File: src/rtl/pipelined_adder_pkg.sv
// Shared types and elaboration helpers for the pipelined ripple-carry adder.
// Optional saturating output is enabled by defining PIPE_ADDER_SAT_EN.
package pipelined_adder_pkg;

  localparam int DEFAULT_WIDTH  = 16;
  localparam int DEFAULT_STAGES = 4;

  // Per-stage control state that travels alongside the datapath registers.
  typedef struct packed {
    logic valid;
    logic carry;
  } stage_ctrl_t;

  function automatic int chunk_width(input int width, input int stages);
    return (stages >= 1) ? width / stages : width;
  endfunction

  function automatic bit cfg_ok(input int width, input int stages);
    return (stages >= 1) && (width % stages == 0);
  endfunction

endpackage

File: src/rtl/pipelined_adder_if.sv
// Valid/ready operand and result bus of the pipelined adder.
interface pipelined_adder_if
  import pipelined_adder_pkg::*;
#(
  parameter int WIDTH = DEFAULT_WIDTH
);

  logic             in_valid;
  logic             in_ready;
  logic [WIDTH-1:0] a;
  logic [WIDTH-1:0] b;
  logic             cin;
  logic             out_valid;
  logic             out_ready;
  logic [WIDTH-1:0] sum;
  logic             cout;

  modport master (
    output in_valid, a, b, cin, out_ready,
    input  in_ready, out_valid, sum, cout
  );

  modport slave (
    input  in_valid, a, b, cin, out_ready,
    output in_ready, out_valid, sum, cout
  );

endinterface

File: src/rtl/pipelined_adder_stage.sv
// One pipeline stage: adds the next CHUNK bits of the operands plus the
// incoming carry, merges them into the partial sum and registers everything.
module adder_stage
  import pipelined_adder_pkg::*;
#(
  parameter int WIDTH = DEFAULT_WIDTH,
  parameter int CHUNK = 4,
  parameter int IDX   = 0
) (
  input  logic             clk,
  input  logic             rst_n,
  input  logic             i_advance,
  input  logic             i_valid,
  input  logic             i_carry,
  input  logic [WIDTH-1:0] i_sum,
  input  logic [WIDTH-1:0] i_a,
  input  logic [WIDTH-1:0] i_b,
  output logic             o_valid,
  output logic             o_carry,
  output logic [WIDTH-1:0] o_sum,
  output logic [WIDTH-1:0] o_a,
  output logic [WIDTH-1:0] o_b
);

  stage_ctrl_t      r_ctrl;
  logic [WIDTH-1:0] r_sum;
  logic [WIDTH-1:0] r_a;
  logic [WIDTH-1:0] r_b;

  logic [CHUNK-1:0] w_chunk;
  logic             w_carry;
  logic [WIDTH-1:0] w_sum;

  assign {w_carry, w_chunk} = {1'b0, i_a[CHUNK-1:0]} + {1'b0, i_b[CHUNK-1:0]}
                            + {{CHUNK{1'b0}}, i_carry};

  // Bits at and above this chunk's slot are still zero in i_sum, so OR-ing
  // the new chunk in is an insertion.
  assign w_sum = i_sum | (WIDTH'(w_chunk) << (IDX * CHUNK));

  // NOTE: state uses non-blocking assignments so every stage samples its
  // neighbour's pre-edge value; the payload is reset too, because an idle
  // pipe must present sum = 0 and cout = 0 until the first result arrives.
  always_ff @(posedge clk or negedge rst_n) begin
    if (!rst_n) begin
      r_ctrl <= '0;
      r_sum  <= '0;
      r_a    <= '0;
      r_b    <= '0;
    end else if (i_advance) begin
      r_ctrl.valid <= i_valid;
      if (i_valid) begin
        r_ctrl.carry <= w_carry;
        r_sum        <= w_sum;
        r_a          <= i_a >> CHUNK;
        r_b          <= i_b >> CHUNK;
      end
    end
  end

  assign o_valid = r_ctrl.valid;
  assign o_carry = r_ctrl.carry;
  assign o_sum   = r_sum;
  assign o_a     = r_a;
  assign o_b     = r_b;

endmodule

File: src/rtl/pipelined_adder.sv
// WIDTH-bit ripple-carry adder split over STAGES valid/ready pipeline stages.
// Define PIPE_ADDER_SAT_EN to clamp sum to all ones whenever cout is set.
module pipelined_adder
  import pipelined_adder_pkg::*;
#(
  parameter int WIDTH  = DEFAULT_WIDTH,
  parameter int STAGES = DEFAULT_STAGES
) (
  input logic              clk,
  input logic              rst_n,
  pipelined_adder_if.slave bus
);

  localparam int CHUNK = chunk_width(WIDTH, STAGES);

  if (!cfg_ok(WIDTH, STAGES)) begin : g_cfg_err
    $error("pipelined_adder: WIDTH must be a multiple of STAGES and STAGES >= 1");
  end

  logic             w_valid [0:STAGES];
  logic             w_carry [0:STAGES];
  logic [WIDTH-1:0] w_sum   [0:STAGES];
  logic [WIDTH-1:0] w_a     [0:STAGES];
  logic [WIDTH-1:0] w_b     [0:STAGES];
  logic [STAGES:0]  w_advance;
  logic [2*WIDTH-1:0] w_unused_ops;

  assign w_valid[0] = bus.in_valid;
  assign w_carry[0] = bus.cin;
  assign w_sum[0]   = '0;
  assign w_a[0]     = bus.a;
  assign w_b[0]     = bus.b;

  // NOTE: every bit gets a value on every pass, so this stays pure
  // combinational logic with no inferred latch.
  always_comb begin
    w_advance         = '0;
    w_advance[STAGES] = bus.out_ready;
    for (int k = STAGES - 1; k >= 0; k--) begin
      w_advance[k] = !w_valid[k+1] || w_advance[k+1];
    end
  end

  for (genvar k = 0; k < STAGES; k++) begin : g_stage
    adder_stage #(
      .WIDTH(WIDTH),
      .CHUNK(CHUNK),
      .IDX  (k)
    ) u_stage (
      .clk      (clk),
      .rst_n    (rst_n),
      .i_advance(w_advance[k]),
      .i_valid  (w_valid[k]),
      .i_carry  (w_carry[k]),
      .i_sum    (w_sum[k]),
      .i_a      (w_a[k]),
      .i_b      (w_b[k]),
      .o_valid  (w_valid[k+1]),
      .o_carry  (w_carry[k+1]),
      .o_sum    (w_sum[k+1]),
      .o_a      (w_a[k+1]),
      .o_b      (w_b[k+1])
    );
  end

  // All operand bits are consumed by the last stage; its leftovers are empty.
  assign w_unused_ops = {w_a[STAGES], w_b[STAGES]};

  assign bus.in_ready  = w_advance[0];
  assign bus.out_valid = w_valid[STAGES];
  assign bus.cout      = w_carry[STAGES];
`ifdef PIPE_ADDER_SAT_EN
  assign bus.sum = w_carry[STAGES] ? '1 : w_sum[STAGES];
`else
  assign bus.sum = w_sum[STAGES];
`endif

endmodule

File: src/flat_wrapper.sv
// flat-port wrapper written by rule: the top's interface ports become plain ports
module pipelined_adder_flat import pipelined_adder_pkg::*;
#(
  parameter int WIDTH  = DEFAULT_WIDTH,
  parameter int STAGES = DEFAULT_STAGES
)
  (clk, rst_n, bus_in_valid, bus_a, bus_b, bus_cin, bus_out_ready, bus_in_ready, bus_out_valid, bus_sum, bus_cout);
  pipelined_adder_if #(.WIDTH(WIDTH)) bus_i ();
  input logic clk;
  input logic rst_n;
  input wire logic [$bits(bus_i.in_valid)-1:0] bus_in_valid;
  input wire logic [$bits(bus_i.a)-1:0] bus_a;
  input wire logic [$bits(bus_i.b)-1:0] bus_b;
  input wire logic [$bits(bus_i.cin)-1:0] bus_cin;
  input wire logic [$bits(bus_i.out_ready)-1:0] bus_out_ready;
  output wire logic [$bits(bus_i.in_ready)-1:0] bus_in_ready;
  output wire logic [$bits(bus_i.out_valid)-1:0] bus_out_valid;
  output wire logic [$bits(bus_i.sum)-1:0] bus_sum;
  output wire logic [$bits(bus_i.cout)-1:0] bus_cout;
  assign bus_i.in_valid = bus_in_valid;
  assign bus_i.a = bus_a;
  assign bus_i.b = bus_b;
  assign bus_i.cin = bus_cin;
  assign bus_i.out_ready = bus_out_ready;
  assign bus_in_ready = bus_i.in_ready;
  assign bus_out_valid = bus_i.out_valid;
  assign bus_sum = bus_i.sum;
  assign bus_cout = bus_i.cout;
  pipelined_adder #(.WIDTH(WIDTH), .STAGES(STAGES)) u_core (.clk(clk), .rst_n(rst_n), .bus(bus_i));
endmodule
File: config.mk
export PLATFORM = sky130hd
export DESIGN_NAME = pipelined_adder_flat
export DESIGN_NICKNAME = d
export VERILOG_FILES = /design/src/rtl/pipelined_adder_pkg.sv /design/src/rtl/pipelined_adder_if.sv /design/src/rtl/pipelined_adder_stage.sv /design/src/rtl/pipelined_adder.sv /design/src/flat_wrapper.sv
export SDC_FILE = /design/constraint.sdc
export NUM_CORES = 1
export LEC_CHECK = 0
export ABC_AREA = 1
export CORE_MARGIN = 2
export CORE_UTILIZATION = 30
export DETAILED_ROUTE_END_ITERATION = 10
export PLACE_DENSITY = 0.57
export SYNTH_ARGS = -nofsm -noshare
export SYNTH_HDL_FRONTEND = slang
export SYNTH_HIERARCHICAL = 1
export SYNTH_SLANG_ARGS = --single-unit
File: constraint.sdc
create_clock -name clk -period 1.4 [get_ports clk]
set_input_delay 0.28 -clock clk [delete_from_list [all_inputs] [get_ports clk]]
set_output_delay 0.28 -clock clk [all_outputs]
set_load 0.02 [all_outputs]
==> flow_metrics.tcl <==
set metrics [dict create \
    status "complete, but fails checks" \
    violations "negative setup slack" \
    dieArea_um2 18700 \
    drtPass1Iterations 4 \
    area_delta_synth_final_pct 43.2 \
    final_util_pct 43.9 \
    cts_buffer_depth 2 \
    fin_area_um2 7590 \
    h-tree-depth 4 \
    place_hpwl_mm 7.84 \
    antenna_found_initial 0 \
    grt_max_degree 32 \
    routed_wl_mm 12.1 \
    io_pins 56 \
    power.density_nw_per_um2 1660 \
    maxSlewViolCount 0 \
    vias_per_cell 4.18 \
    track_usage_pct 14.0 \
    syn-cell-area_um2 5300 \
    cts-root-buf "clkbuf_16" \
    tns_ps -5060 \
    stdcell_count 968 \
    grt_setup_unrepaired "true" \
    drc 0 \
    numCtsBuffers 17 \
    comb_power_share_pct 25.8 \
    wire_per_inst_um 12.5 \
    grt_pass1_wl_mm 20.0 \
    startpoint_type "register" \
    path_clk_slew_ps 60 \
    diodes 0 \
    maxCapViolations 0 \
    clockPowerShare_pct 35.6 \
    crit_family "flip-flops" \
    critical_path_depth 4 \
    critical_path_buf_inv_count 2 \
    dp_slack_ps -526 \
    die_w_um 137 \
    slowest_delay_ps 360 \
    path_max_fanout 4 \
    p_seq_share_pct 38.5 \
    syn_area_per_cell_um2 8.59 \
    p_int_mw 8.63 \
    hold_viol_final 0 \
    place.gp.congestion 0.760 \
    clk_latency_ps 420 \
    power_leakage_nw 3.87 \
    placed_area_um2 6410 \
    num_rows 48 \
    timing.final.ws_setup_ps -192 \
    synth_cells 617 \
    drt_iter0_markers 185 \
    drtAntennaViolNets 0 \
    ir_drop_uv 1060 \
    p_sw_mw 3.94 \
    coreArea_um2 17300 \
    portBuffers 55 \
    nFillCells 1672 \
    end_kind "output pin" \
    finalNetCount 787 \
    crit_path_cell_trace "inv_2 > nor2_4 > nand4_1 > buf_4" \
    fin_crit_ps 1590 \
    reg2reg_depth 12 \
    crit_required_ps 1120 \
    initial_core_util_pct 30.6 \
    critPathSlowestCell "dfrtp_2" \
    hold_path.class "input pin to async pin" \
    setup_viol 51 \
    switching_share_pct 31.4 \
    cp_data_arrival_time_ps 1310 \
    dr_total_vias 4048 \
    whs_ps 362 \
    overflow 0 \
    yosysWarnings 6 \
    die_h_um 137 \
    post-place-cells 920 \
    max_freq_ghz 0.628 \
    drive_above_1_share_pct 27.3 \
    post-route-period-util_pct 114 \
    fin_skew_ps 9.06 \
    critical_path_class "register to output pin" \
    total_power_mw 12.6 \
    cts_tree "done" \
    grt_pass1_vias 4047 \
    cts.sinks 120 \
]
[sequential cells by signal, summed over array words and instances (netlist names)]
name                            cells
u_core/g_stage.u_stage/o_b         24
u_core/g_stage.u_stage/o_carry      4
u_core/g_stage.u_stage/o_a         24
u_core/g_stage.u_stage/o_sum       64
u_core/g_stage.u_stage/o_valid      4
[power groups by stage]
stage	sequential (mW)	clock [mW]	combinational, mW
after floorplan	5.05	0	1.58
after global placement	4.86	0	3.13
after detailed placement	4.88	0	3.16
after CTS	4.83	4.56	3.22
after global routing	4.96	4.75	3.66
final	4.84	4.48	3.25
[layout by cell type (no fill, tap or decap), types with 3 or more instances in the layout]
cell	count
nand2_1	249
dfrtp_1	118
nand2_2	54
clkdlybuf4s50_1	35
inv_1	34
nor2_1	27
buf_4	26
clkbuf_16	20
conb_1	16
clkbuf_2	15
nand3_1	15
nand2_4	14
buf_12	14
ha_1	12
buf_6	8
a21oi_1	8
fa_2	8
inv_2	7
o21ai_0	7
clkinvlp_4	5
nor2_2	5
o21ai_1	5
buf_16	4
a21oi_2	4
a31oi_1	4
or2_1	4
bufinv_16	3
[worst reg2reg max path, cell delays in order, from the launching register on]
cell and delay, ps:
dfrtp_2 400, inv_2 70, nor2_4 40, nand4_1 120, buf_4 150, nand2_4 60, buf_6 130, buf_6 130
buf_6 120, nor2_1 80, nand3_1 70, nand2_1 70, inv_1 40
[worst paths after layout]
kind / from / end / slack (ps)
hold / removal: rst_n / u_core/g_stage[0].u_stage/o_sum[2] / 360
setup / recovery: u_core/g_stage[3].u_stage/o_valid / bus_in_ready / -190
max in group asynchronous: rst_n / u_core/g_stage[0].u_stage/o_a[0] / 470
min in group clk: bus_a[5] / u_core/g_stage[0].u_stage/o_a[1] / 390
hold reg to reg: u_core/g_stage[0].u_stage/o_sum[11] / u_core/g_stage[1].u_stage/o_sum[11] / 470
setup reg to reg: u_core/g_stage[3].u_stage/o_valid / u_core/g_stage[0].u_stage/o_sum[3] / -170
[timing repair]
action | CTS | global route
gates resized for setup | 93 | 101
setup endpoints to repair | 55 | 83
setup buffers | 4 | 4
pin swaps | 9 | 40
cloned | 4 | 3
hold buffers | 1 | 0
endpoints found under the hold margin | 26 | 0
[cell type report]
class | count | area [µm²] | share of cell area [%]
inverters | 42 | 170 | 2.24
well taps | 225 | 282 | 3.71
multi-input cells | 440 | 2300 | 30.3
clock inverters | 11 | 146 | 1.93
clock buffers | 21 | 460 | 6.07
flip-flops and latches | 120 | 3010 | 39.6
repair buffers | 109 | 1220 | 16.1
[metal layers]
| layer | vias to the layer above | GRT usage [%] | share of wire (%) |
|---|---|---|---|
| met5 | - | 0 | 0 |
| met4 | 0 | 4.81 | 1.2 |
| met3 | 13 | 4.26 | 3.3 |
| met2 | 50 | 22.4 | 49 |
| met1 | 1887 | 18.1 | 47 |
| li1 | 2098 | - | - |
No activity file was read; power rests on OpenSTA's default activity.
